$ cat src/rtl/dbg_xact_sched.sv
// dbg_xact_sched: runs one SWD transaction through dbgIF per upstream
// request, retrying WAIT acks after a programmable backoff.
module dbg_xact_sched #(
  parameter logic [3:0] CMD_TRANSACT = 4'd8,
  parameter int         RETRY_W      = 8,
  parameter int         BACKOFF_W    = 16
) (
  input  logic                 clk,
  input  logic                 rst,
  input  logic                 req_valid,
  output logic                 req_ready,
  input  logic [1:0]           req_addr32,
  input  logic                 req_rnw,
  input  logic                 req_apndp,
  input  logic [31:0]          req_wdata,
  input  logic [RETRY_W-1:0]   retry_max,
  input  logic [BACKOFF_W-1:0] backoff,
  output logic                 rsp_valid,
  input  logic                 rsp_ready,
  output logic [2:0]           rsp_ack,
  output logic [31:0]          rsp_rdata,
  output logic                 rsp_perr,
  output logic                 rsp_timeout,
  output logic [RETRY_W-1:0]   rsp_retries,
  output logic                 busy,
  output logic [1:0]           dbg_addr32,
  output logic                 dbg_rnw,
  output logic                 dbg_apndp,
  output logic [31:0]          dbg_dwrite,
  output logic [3:0]           dbg_command,
  output logic                 dbg_go,
  input  logic                 dbg_done,
  input  logic [2:0]           dbg_ack,
  input  logic [31:0]          dbg_dread,
  input  logic                 dbg_perr
);

  localparam logic [2:0] ACK_WAIT = 3'b010;

  typedef enum logic [2:0] {
    S_IDLE,
    S_ISSUE,
    S_RUN,
    S_EVAL,
    S_BACKOFF,
    S_RESP
  } state_t;

  state_t               state;
  logic [RETRY_W-1:0]   retry_max_q;
  logic [BACKOFF_W-1:0] backoff_q;
  logic [BACKOFF_W-1:0] bo_cnt;
  logic [2:0]           ack_q;
  logic [31:0]          dread_q;
  logic                 perr_q;
  logic                 is_wait;
  logic                 can_retry;

  // A parity error poisons the ack, so it never triggers a retry.
  assign is_wait   = !perr_q && (ack_q == ACK_WAIT);
  assign can_retry = is_wait && (rsp_retries < retry_max_q);

  always_ff @(posedge clk or negedge rst) begin
    if (!rst) begin
      state       <= S_IDLE;
      req_ready   <= 1'b1;
      busy        <= 1'b0;
      rsp_valid   <= 1'b0;
      rsp_ack     <= 3'b000;
      rsp_rdata   <= 32'd0;
      rsp_perr    <= 1'b0;
      rsp_timeout <= 1'b0;
      rsp_retries <= '0;
      dbg_addr32  <= 2'b00;
      dbg_rnw     <= 1'b0;
      dbg_apndp   <= 1'b0;
      dbg_dwrite  <= 32'd0;
      dbg_command <= 4'd0;
      dbg_go      <= 1'b0;
      retry_max_q <= '0;
      backoff_q   <= '0;
      bo_cnt      <= '0;
      ack_q       <= 3'b000;
      dread_q     <= 32'd0;
      perr_q      <= 1'b0;
    end else begin
      unique case (state)
        S_IDLE: begin
          if (req_valid) begin
            dbg_addr32  <= req_addr32;
            dbg_rnw     <= req_rnw;
            dbg_apndp   <= req_apndp;
            dbg_dwrite  <= req_wdata;
            retry_max_q <= retry_max;
            backoff_q   <= backoff;
            rsp_retries <= '0;
            rsp_ack     <= 3'b000;
            rsp_rdata   <= 32'd0;
            rsp_perr    <= 1'b0;
            rsp_timeout <= 1'b0;
            req_ready   <= 1'b0;
            busy        <= 1'b1;
            dbg_go      <= 1'b1;
            dbg_command <= CMD_TRANSACT;
            state       <= S_ISSUE;
          end
        end
        S_ISSUE: begin
          // Hold go until dbgIF drops done to show it took the command.
          if (!dbg_done) begin
            dbg_go      <= 1'b0;
            dbg_command <= 4'd0;
            state       <= S_RUN;
          end
        end
        S_RUN: begin
          if (dbg_done) begin
            ack_q   <= dbg_ack;
            dread_q <= dbg_dread;
            perr_q  <= dbg_perr;
            state   <= S_EVAL;
          end
        end
        S_EVAL: begin
          if (can_retry) begin
            rsp_retries <= rsp_retries + RETRY_W'(1);
            bo_cnt      <= backoff_q;
            state       <= S_BACKOFF;
          end else begin
            rsp_ack     <= ack_q;
            rsp_rdata   <= dbg_rnw ? dread_q : 32'd0;
            rsp_perr    <= perr_q;
            rsp_timeout <= is_wait;
            rsp_valid   <= 1'b1;
            state       <= S_RESP;
          end
        end
        S_BACKOFF: begin
          if (bo_cnt == '0) begin
            dbg_go      <= 1'b1;
            dbg_command <= CMD_TRANSACT;
            state       <= S_ISSUE;
          end else begin
            bo_cnt <= bo_cnt - BACKOFF_W'(1);
          end
        end
        S_RESP: begin
          if (rsp_ready) begin
            rsp_valid <= 1'b0;
            req_ready <= 1'b1;
            busy      <= 1'b0;
            state     <= S_IDLE;
          end
        end
        default: begin
          state     <= S_IDLE;
          req_ready <= 1'b1;
          busy      <= 1'b0;
          dbg_go    <= 1'b0;
        end
      endcase
    end
  end

endmodule

$ cat config.mk
export PLATFORM = sky130hd
export DESIGN_NAME = dbg_xact_sched
export DESIGN_NICKNAME = d
export VERILOG_FILES = /design/src/rtl/dbg_xact_sched.sv
export SDC_FILE = /design/constraint.sdc
export NUM_CORES = 1
export LEC_CHECK = 0
export ABC_AREA = 1
export ABC_CLOCK_PERIOD_IN_PS = 2200
export CAP_MARGIN = 20
export CORE_MARGIN = 3
export CORE_UTILIZATION = 50
export DETAILED_ROUTE_END_ITERATION = 10
export GPL_TIMING_DRIVEN = 0
export PLACE_DENSITY = 0.9
export SYNTH_ARGS = -nofsm -noshare
export SYNTH_HDL_FRONTEND = slang
export SYNTH_SLANG_ARGS = --single-unit
$ cat constraint.sdc
create_clock -name clk -period 2.2 [get_ports clk]
set_input_delay 0.44 -clock clk [delete_from_list [all_inputs] [get_ports clk]]
set_output_delay 0.44 -clock clk [all_outputs]
set_load 0.005 [all_outputs]
Word-level counts from Yosys, hierarchy flattened
Cells that the tools add are included.
{ "word_totals": {"out_inout_bits": 89, "elab_cells": 100, "regBits": 168} }
{ "classes": {"n_reduce_logical": 21, "n_eq_ne": 14, "n_mux": 39, "bitwise": 2, "addsub": 2, "magnitude_cmp": 1} }
{ "op_table": {"columns": ["op", "count"], "rows": [
  ["$mux W32", 3],
  ["$pmux W32 S2", 1],
  ["$mux W16", 2],
  ["$pmux W16 S2", 1],
  ["$mux W3", 7],
  ["$pmux W3 S6", 1],
  ["$logic_not A16 Y1", 1],
  ["$mux W8", 2],
  ["$ne A2 B2 Y1 const B", 8],
  ["$pmux W8 S2", 1],
  ["$sub A16 B1 Y16 const B", 1],
  ["$reduce_and A3 Y1", 5],
  ["$mux W4", 3],
  ["$pmux W4 S3", 1],
  ["$mux W1", 10],
  ["$eq A3 B2 Y1 const B", 3],
  ["$add A8 B1 Y8 const B", 1],
  ["$lt A8 B8 Y1", 1],
  ["$reduce_and A4 Y1", 2],
  ["$eq A3 B3 Y1 const B", 2],
  ["$pmux W1 S2", 3],
  ["$pmux W1 S3", 2],
  ["$pmux W3 S2", 1],
  ["$reduce_bool A2 Y1", 3],
  ["11 further kinds", 14]
]} }

Logic depth before layout (Yosys ltp)
Gate-level depths: netlist of the first run.
{ "depth": {"ltp_word": 5, "mapped_depth": 13, "depth_no_buf": 12} }

Least setup slack after synthesis of the first run
OpenSTA, ideal clock, no wires.
{ "synth_path": {"path_type": "reg-to-reg", "startpoint": "register rsp_retries[5]", "endpoint": "register rsp_timeout", "setup_time_ps": 117, "path_stages_with_launch": 11, "t_required_ps": 2083, "arrival_ps": 1542, "period_less_slack_ps": 1659, "path_slack_ps": 541, "path_buffers": 1, "cell_sequence": "dfrtp_1 ha_1 a21oi_1 nor2_1 nor2_2 nand2_1 nand2_2 nand2_2 buf_4 nand2_1 nand2_1"} }
{ "synth_via": {"elab_chain_len": 4} }
{ "synth_rtl": {"columns": ["element", "line", "source"], "rows": [
  ["from (decl)", "24", "output logic [RETRY_W-1:0] rsp_retries,"],
  ["from (signal assigned)", "126", "rsp_retries <= rsp_retries + RETRY_W'(1);"],
  ["$lt A8 B8 Y1", "61", "assign can_retry = is_wait && (rsp_retries < retry_max_q);"],
  ["$logic_and A1 B1 Y1", "61", null],
  ["$ne A2 B2 Y1 (no line)", null, null],
  ["$reduce_and A3 Y1 (no line)", null, null],
  ["to (signal assigned)", "133", "rsp_timeout <= is_wait;"],
  ["to (decl)", "23", "output logic rsp_timeout,"]
]} }
No other way between the ends.
A chain may end at the register's enable or synchronous reset.

Final worst setup path of the first run
{ "layout_path": {"startpoint": "register dbg_rnw", "endpoint": "output port dbg_rnw"} }
{ "layout_lines": {"columns": ["element", "line", "source"], "rows": [
  ["from (decl)", "27", "output logic dbg_rnw,"],
  ["from (signal assigned)", "91", "dbg_rnw <= req_rnw;"]
]} }
No word-level cell between the ends.

==> flow_summary.yaml, run 1 <==
synth:
  ys_async_sr_fraction_pct: 100.0
  yosysUniqueCellTypes: 32
  netlist_top_cells_area: "dfrtp_1 (54%), nand2_1 (18%), nand3_1 (5.3%)"
  ys_ff_latch: 165
  synth_edf_count: 0
  yosysWarnings: 0
  synthFlopType: "dfrtp_1"
  syn-cell-area_um2: 7634
  yosysMostFrequentCell: "nand2_1"
  netlist.area_leader.share_pct: 53.76
  syn_inst: 946
  netlist_top_cells_count: "nand2_1 (368), dfrtp_1 (164), nor2_1 (99)"
  seq_area_frac_synth_pct: 54.11
  synth_top_cell_by_area: "dfrtp_1"
  avgSynthCellArea_um2: 8.069
final_layout:
  stdcell_area_um2: 10390
  ff_latch_area_um2: 4130
  fillers: 1109
  multi_input_area_um2: 2933
  final_nets: 1265
  n_antenna_cell: 0
  area_growth_pct: 36.14
  drive_gt1_share_pct: 8.483
place:
  dp.final_hpwl_mm: 14.89
  dpl_cell_area_um2: 9766
  dp_slack_ns: 0.1887
  io_buffer_count: 186
  place_congestion: 0.9229
global_routing:
  grt_antenna_before_repair: 0
  grt_overflow: 0
  grt_max_degree: 91
  grt_usage_pct: 25.66
  first_global_vias: 6957
  grt_pass1_wl_mm: 33.71
die:
  dieArea_um2: 16790
  ioPinCount: 190
  fp.dieH_um: 129.6
  initial_core_util_pct: 51.74
  die_w_um: 129.6
  core_um2: 14750
  rows: 44
sta:
  setup_slack_ns: 0.2189
  fmaxAchievable_ghz: 0.5048
  fin_crit_sh_pct: 90.05
  finalHoldWorstSlack_ns: 0.01075
  rsz0062_at_grt: "false"
  finalClockSkew_ns: 0.01132
  period_minus_slack_ns: 1.981
  setup_viol: 0
  slew_violations: 0
  hold_viol: 0
  tightest_slew_ns: 0.6758
  worst_slew_margin_rel_pct: 54.94
critical_path:
  critPathMaxFanout: 6
  required_ns: 1.76
  cp_slowest_stage_delay_ns: 0.57
  critPathLaunchType: "flop"
  cp_num_buf_inv: 1
  critPathTopFamily: "buffers and inverters"
  r2r_end: "bo_cnt[4]"
  rr_worst_depth: 9
  slowest_stage: "clkdlybuf4s50_1"
  r2r-start: "rsp_retries[5]"
  path_class: "reg2out"
  reg2reg_slack_ns: 0.24
  cp_cell_sequence: "clkdlybuf4s50_1"
  end_kind: "primary output"
  cp.arrival_ns: 1.54
run:
  cap_violations: 0
detailed_routing:
  routed_via_density: 5.127
  vias: 6927
  drt-initial-drc-count: 489
  postRouteWirelength_mm: 21.15
  ant_nets: 0
  post-route-drc-count: 0
  drtPass1Iterations: 5
  wl_per_cell_um: 15.66
power_and_ir_drop:
  p_leak_nw: 5.367
  power.density_nw_per_um2: 1310
  peakVddDrop_uv: 737.4
cts:
  ctsResizeCount: 0
  cts.htree.levels: 4
  postCtsSetupRepairBufs: 0
  cts_buffer_depth: 2
  worstSkewPairLatency_ns: 0.43
  cts_tree: "done"
  root_buffer: "clkbuf_16"
  cts_buffers: 17
  clock_sinks: 165
  cts_hold_buffers: 0
  clk_pin_slew_worst_paths_ns: 0.07
run_status:
  status: "complete, no violations"
worst_hold_path:
  min_path_type: "in2async"
## logic make-up after synthesis
group	after synthesis	synth area share [%]
AOI/OAI and AO/OA	66	4.425
xor gates and xnor gates	4	0.4589
adders and majority gates	10	1.639
buffers and inverters	119	7.572
DFF	165	54.11
muxes	5	0.9834
other	1	0.04913
and+or+nand+nor	576	30.77
## sequential cells by signal (all words and copies together) (netlist names), 3 cells and up
register     count
dread_q         32
dbg_dwrite      32
retry_max_q      8
state            3
rsp_ack          3
rsp_retries      8
backoff_q       16
rsp_rdata       32
ack_q            3
bo_cnt          16
## metal layers
layer | wire [µm] | GRT usage (%)
met1 | 8291 | 31.02
met2 | 10750 | 43.28
met3 | 1436 | 7.667
met4 | 670 | 10.09
met5 | 0 | 0
## cell type report
type	count	area share, %
flip-flops and latches	165	39.74
clock buffers	17	4.093
repair buffers	187	18.23
inverters	71	2.576
multi-input cells	664	28.22
plain buffers	48	2.986
well taps	184	2.215
clock inverters	15	1.938
## worst max-delay path by stage
stage,from,end,slack [ns],cells past startpoint
floorplan,rsp_retries[5],rsp_timeout,0.54,10
CTS,dbg_rnw,dbg_rnw,0.20,1
global placement,rst,dbg_dwrite[25],-5.98,1
finish,dbg_rnw,dbg_rnw,0.22,1
global route,rsp_retries[5],rsp_timeout,0.08,10
detailed placement,req_valid,backoff_q[7],0.19,6
## worst reg2reg max path, delay by kind of cell, from the launching register on
kind                     cells  cell delay, ns
AND/OR/NAND/NOR              6            0.68
flip-flops                   1            0.45
adder cells (fa/ha/maj)      1            0.37
buffers and inverters        1            0.27
AO/OA/AOI/OAI                1            0.14
## report_power, final
group | internal, W | switching [W]
clock network | 0.00166 | 0.00145
registers | 0.00426 | 0.000764
logic | 0.00246 | 0.00303
total | 0.00838 | 0.00524
## layout by cell type (no fill, tap or decap), drive strengths merged
| cell type | Yosys | layout |
|---|---|---|
| a21oi | 38 | 38 |
| a31oi | 2 | 2 |
| buf | 36 | 38 |
| bufinv | 0 | 1 |
| clkbuf | 12 | 29 |
| clkdlybuf4s50 | 0 | 185 |
| clkinv | 1 | 5 |
| clkinvlp | 0 | 1 |
| conb | 1 | 3 |
| dfrtp | 164 | 164 |
| dfstp | 1 | 1 |
| ha | 10 | 10 |
| inv | 70 | 79 |
| mux2 | 5 | 5 |
| nand2 | 374 | 374 |
| nand3 | 82 | 82 |
| nand3b | 2 | 2 |
| nand4 | 4 | 4 |
| nor2 | 106 | 106 |
| nor3 | 3 | 3 |
| nor3b | 2 | 2 |
| nor4 | 1 | 1 |
| o21ai | 24 | 24 |
| o21bai | 2 | 2 |
| or2 | 2 | 2 |
| xor2 | 4 | 4 |
## metrics by stage
stage                     TNS [ns]  instances  util, %  total power, W
after floorplan                  0        948        -        0.008076
final                            0       1351    70.44         0.01362
after global routing             0       1351    70.44         0.01459
after detailed placement         0       1319    66.19         0.01045
after global placement     -983.01       1318    65.97         0.01021
after CTS                        0       1351    70.44         0.01365
(Power assumes the default switching activity.)
==> run 2, diff against run 1 <==
--- a/config.mk
+++ b/config.mk
@@ -11,7 +11,7 @@
 export CORE_MARGIN = 3
 export CORE_UTILIZATION = 50
 export DETAILED_ROUTE_END_ITERATION = 10
-export GPL_TIMING_DRIVEN = 0
+export GPL_TIMING_DRIVEN = 1
 export PLACE_DENSITY = 0.9
 export SYNTH_ARGS = -nofsm -noshare
 export SYNTH_HDL_FRONTEND = slang
==> flow_summary.yaml, run 2 (same netlist as run 1, synthesis figures left out) <==
run_status:
  status: "complete, no violations"
power_and_ir_drop:
  p_clk_share_pct: 23.8
  peakVddDrop_uv: 766.9
  power.density_nw_per_um2: 1313
  p_seq_share_pct: 37.3
  p_sw_share_pct: 36.46
  total_power_w: 0.01350
  internal_power_w: 0.008581
  p_leak_nw: 5.292
  netSwitchingPower_w: 0.004923
  comb_power_share_pct: 38.9
detailed_routing:
  vias: 6783
  postRouteWirelength_mm: 19.94
  wl_per_cell_um: 15.09
  routed_via_density: 5.135
  ant_nets: 0
  drt-initial-drc-count: 642
  post-route-drc-count: 0
  drtPass1Iterations: 5
critical_path:
  critPathLaunchType: "flop"
  required_ns: 2.51
  cp_cell_sequence: "ha_1, a21oi_1, nand2_1, nand2_1, nand2_1, nand2_2, nand2_2, nand2_1, nand2_1"
  cp.arrival_ns: 2.37
  path_class: "reg2reg"
  critPathMaxFanout: 34
  slowest_stage: "dfrtp_1"
  cp_num_buf_inv: 0
  cpMostUsedCell: "nand2_1"
  cp_slowest_stage_delay_ns: 0.44
  end_kind: "flop"
  critPathTopFamily: "simple AND/OR/NAND/NOR gates"
sta:
  hold_viol: 0
  fin_tns_setup_ns: 0
  rsz0062_at_grt: "false"
  fmaxAchievable_ghz: 0.4855
  worst_slew_margin_rel_pct: 56.64
  period_minus_slack_ns: 2.060
  finalHoldWorstSlack_ns: 0.4470
  slew_violations: 0
  fin_crit_sh_pct: 93.63
  setup_slack_ns: 0.1402
  tightest_slew_ns: 0.6482
  setup_viol: 0
  finalClockSkew_ns: 0.01051
place:
  dp.final_hpwl_mm: 13.92
  io_buffer_count: 186
  place_congestion: 0.8839
  dp_slack_ns: 0.1498
cts:
  postCtsSetupRepairBufs: 0
  ctsResizeCount: 0
  clock_sinks: 165
  cts_buffer_depth: 2
  root_buffer: "clkbuf_16"
  worstSkewPairLatency_ns: 0.42
  cts.htree.levels: 4
  cts_buffers: 17
  cts_tree: "done"
  clk_pin_slew_worst_paths_ns: 0.06
final_layout:
  n_antenna_cell: 0
  area_growth_pct: 34.70
  utilization_pct: 69.69
  mostFrequentLayoutCells: "nand2_1 (366), clkdlybuf4s50_1 (185), dfrtp_1 (164)"
  final_nets: 1235
  top_regs: "dbg_dwrite x32, dread_q x32, rsp_rdata x32"
  drive_gt1_share_pct: 6.948
  mostFrequentLayoutCell: "nand2_1"
  fillers: 1124
global_routing:
  first_global_vias: 6858
  grt_usage_pct: 24.22
  grt_antenna_before_repair: 0
  grt_max_degree: 90
  grt_overflow: 0
  grt_pass1_wl_mm: 32.55
run:
  cap_violations: 0
die:
  die_w_um: 129.6
  rows: 44
  initial_core_util_pct: 51.74
  fp.dieH_um: 129.6
  core_um2: 14750
  ioPinCount: 190
  dieArea_um2: 16790
worst_hold_path:
  min_path_type: "in2async"
-- run 2: cell types whose count changed in the layout (fill, tap and decap cells not counted), sizes merged --
cell,before,now
bufinv,1,4
inv,79,74
clkinv,5,4
clkbuf,29,20
dlygate4sd3,0,1
buf,38,19
-- run 2: power by group through the flow --
stage / clock, W / combinational (W) / sequential [W]
global route: 0.00337 / 0.00593 / 0.00516
global placement: 0 / 0.00502 / 0.00500
CTS: 0.00325 / 0.00528 / 0.00503
detailed placement: 0 / 0.00524 / 0.00504
floorplan: 0 / 0.00316 / 0.00492
finish: 0.00321 / 0.00525 / 0.00504
-- run 2: timing repair --
action                                 in CTS  in global routing
hold buffers                                1                  0
endpoints found under the hold margin      20                  0
setup endpoints to repair                   0                  0
-- run 2: area by class of cell --
cell class,count,area (µm²),area share (%)
Inverter,71,267.8,2.604
Tap cell,184,230.2,2.239
Timing Repair Buffer,205,2071,20.14
Sequential cell,165,4130,40.17
Multi-Input combinational cell,664,2943,28.62
Clock inverter,12,193.9,1.886
Clock buffer,20,446.7,4.344
-- run 2: stage by stage --
step / cell area (µm²) / std cells
5_1_grt: 10280 / 1321
2_1_floorplan: 7641 / 948
3_3_place_gp: 9632 / 1288
4_1_cts: 10280 / 1321
3_5_place_dp: 9632 / 1288
6_report: 10280 / 1321
-- run 2: path summary, 6_finish.rpt --
| check | startpoint | to | cells after the start | slack, ns |
|---|---|---|---|---|
| max reg2reg | rsp_retries[3] | rsp_rdata[16] | 9 | 0.14 |
| min reg2reg | req_ready | req_ready | 2 | 0.47 |
| min | rst | bo_cnt[11] | 2 | 0.45 |
| min in group clk | req_ready | req_ready | 2 | 0.47 |
| max | rsp_retries[3] | rsp_rdata[16] | 9 | 0.14 |
| max in group asynchronous | rst | dbg_dwrite[2] | 3 | 1.04 |
-- run 2: per-layer routing --
layer  global-route usage [%]  wire length (µm)
met1                    29.66              7960
met2                    41.25             10270
met3                    6.925              1249
met4                    8.252               455
met5                        0                 0
==> run 3, diff against run 2 <==
--- a/config.mk
+++ b/config.mk
@@ -9,10 +9,11 @@
 export ABC_CLOCK_PERIOD_IN_PS = 2200
 export CAP_MARGIN = 20
 export CORE_MARGIN = 3
-export CORE_UTILIZATION = 50
+export CORE_UTILIZATION = 60
 export DETAILED_ROUTE_END_ITERATION = 10
+export DONT_BUFFER_PORTS = 1
 export GPL_TIMING_DRIVEN = 1
-export PLACE_DENSITY = 0.9
+export PLACE_DENSITY = 0.85
 export SYNTH_ARGS = -nofsm -noshare
 export SYNTH_HDL_FRONTEND = slang
 export SYNTH_SLANG_ARGS = --single-unit
==> flow_summary.yaml, run 3 (same netlist as run 1, synthesis figures left out) <==
sta:
  slew_violations: 0
  setup_viol: 0
  setup_slack_ns: 0.2134
  hold_viol: 165
  fmaxAchievable_ghz: 0.5034
  finalClockSkew_ns: 0.009003
  period_minus_slack_ns: 1.987
  fin_tns_setup_ns: 0
  rsz0062_at_grt: "false"
  tightest_slew_ns: 0.5890
  worst_slew_margin_rel_pct: 60.59
  finalHoldWorstSlack_ns: -0.2821
  fin_crit_sh_pct: 90.30
cts:
  ctsResizeCount: 0
  cts_buffer_depth: 2
  root_buffer: "clkbuf_16"
  clk_pin_slew_worst_paths_ns: 0.06
  cts_buffers: 17
  cts.htree.levels: 4
  cts_tree: "done"
  clock_sinks: 165
  worstSkewPairLatency_ns: 0.42
  postCtsSetupRepairBufs: 0
critical_path:
  cp_num_buf_inv: 1
  critPathLaunchType: "flop"
  critPathTopFamily: "simple AND/OR/NAND/NOR gates"
  rr_worst_depth: 10
  r2r-start: "rsp_retries[7]"
  path_class: "reg2reg"
  required_ns: 2.51
  worstSetupStartpoint: "rsp_retries[7]"
  cp_slowest_stage_delay_ns: 0.45
  critPathMaxFanout: 34
  cpMostUsedCell: "nand2_1"
  slowest_stage: "dfrtp_1"
  cp_cell_sequence: "ha_1, a21oi_1, nand2_1, nor2_2, nand2_1, nand2_2, nand2_2, buf_4, nand2_1, nand2_1"
  end_kind: "flop"
  cp.arrival_ns: 2.30
  setup.worst_path.end: "rsp_rdata[8]"
  cp_num_cells: 10
  r2r_end: "rsp_rdata[8]"
  reg2reg_slack_ns: 0.21
detailed_routing:
  drtPass1Iterations: 5
  ant_nets: 0
  wl_per_cell_um: 15.11
  vias: 5934
  post-route-drc-count: 0
  postRouteWirelength_mm: 16.91
  drt-initial-drc-count: 570
  routed_via_density: 5.303
place:
  dp.final_hpwl_mm: 11.35
  dpl_cell_area_um2: 7711
  place_congestion: 0.8931
  dp_slack_ns: 0.2556
  io_buffer_count: 0
  place_inst: 1086
final_layout:
  final_nets: 1048
  utilization_pct: 67.85
  drive_gt1_share_pct: 8.105
  area_growth_pct: 8.540
  stdcell_area_um2: 8285
  mostFrequentLayoutCells: "nand2_1 (366), dfrtp_1 (164), nor2_1 (99)"
  fin_cells: 1119
  top_regs: "dbg_dwrite x32, dread_q x32, rsp_rdata x32"
  mostFrequentLayoutCell: "nand2_1"
die:
  fp.dieH_um: 118.8
  dieArea_um2: 14110
  ioPinCount: 190
  core_um2: 12210
  initial_core_util_pct: 62.51
  die_w_um: 118.8
  rows: 40
run_status:
  status: "complete, but fails checks"
  violations: "hold timing"
global_routing:
  grt_max_degree: 166
  grt_overflow: 0
  grt_pass1_wl_mm: 27.66
  first_global_vias: 5583
  grt_usage_pct: 24.43
  grt_antenna_before_repair: 0
power_and_ir_drop:
  p_sw_share_pct: 38.30
  power.density_nw_per_um2: 1421
  p_seq_share_pct: 43.9
  p_leak_nw: 4.526
  comb_power_share_pct: 32.0
  p_clk_share_pct: 24.1
  peakVddDrop_uv: 789.1
  internal_power_w: 0.007265
  netSwitchingPower_w: 0.004509
run:
  cap_violations: 0
worst_hold_path:
  min_path_type: "in2async"
==> run 3: metrics by stage <==
stage          hold slack [ns]  total power [W]
2_1_floorplan           0.1444         0.008076
3_3_place_gp            0.1487         0.008788
3_5_place_dp            0.1490         0.008962
4_1_cts                -0.2998          0.01182
5_1_grt                -0.3034          0.01272
6_report               -0.2821          0.01177
==> run 3: how the worst min path moves through the flow <==
stage | from | to | slack [ns] | depth (start not counted)
detailed placement | rst | bo_cnt[12] | 0.15 | 0
global route | rst | bo_cnt[0] | -0.30 | 0
floorplan | rst | ack_q[0] | 0.14 | 0
global placement | rst | backoff_q[12] | 0.15 | 0
CTS | rst | bo_cnt[10] | -0.30 | 0
finish | rst | bo_cnt[12] | -0.28 | 0
==> run 3: cell type report <==
type,instances,area (µm²)
repair buffers,18,160.2
clock inverters,9,93.84
clock buffers,23,478.0
multi-input cells,664,2943
well taps,168,210.2
inverters,71,267.8
fillers,1005,3926
flip-flops and latches,165,4130
diodes,1,2.502
==> run 3: power by group through the flow <==
stage | logic [W] | registers, W | clock network [W]
3_3_place_gp | 0.00362 | 0.00517 | 0
4_1_cts | 0.00378 | 0.00518 | 0.00287
3_5_place_dp | 0.00377 | 0.00519 | 0
5_1_grt | 0.00438 | 0.00532 | 0.00302
6_report | 0.00377 | 0.00517 | 0.00283
2_1_floorplan | 0.00316 | 0.00492 | 0
==> run 3: routing by layer <==
layer  track usage [%]  vias up  wire, µm  part of all wire, %
li1                  -     2918         -                    -
met1             32.64     2773      7315                   43
met2             37.12      213      7783                   46
met3             8.756       30      1397                  8.3
met4             8.617        0       413                  2.4
met5                 0        -         0                    0
==> run 3: worst reg2reg max path, cell delays in order, from the launching register on <==
cell and delay (ns):
dfrtp_1 0.45, ha_1 0.34, a21oi_1 0.15, nand2_1 0.08
nor2_2 0.12, nand2_1 0.08, nand2_2 0.17, nand2_2 0.06
buf_4 0.25, nand2_1 0.14, nand2_1 0.05
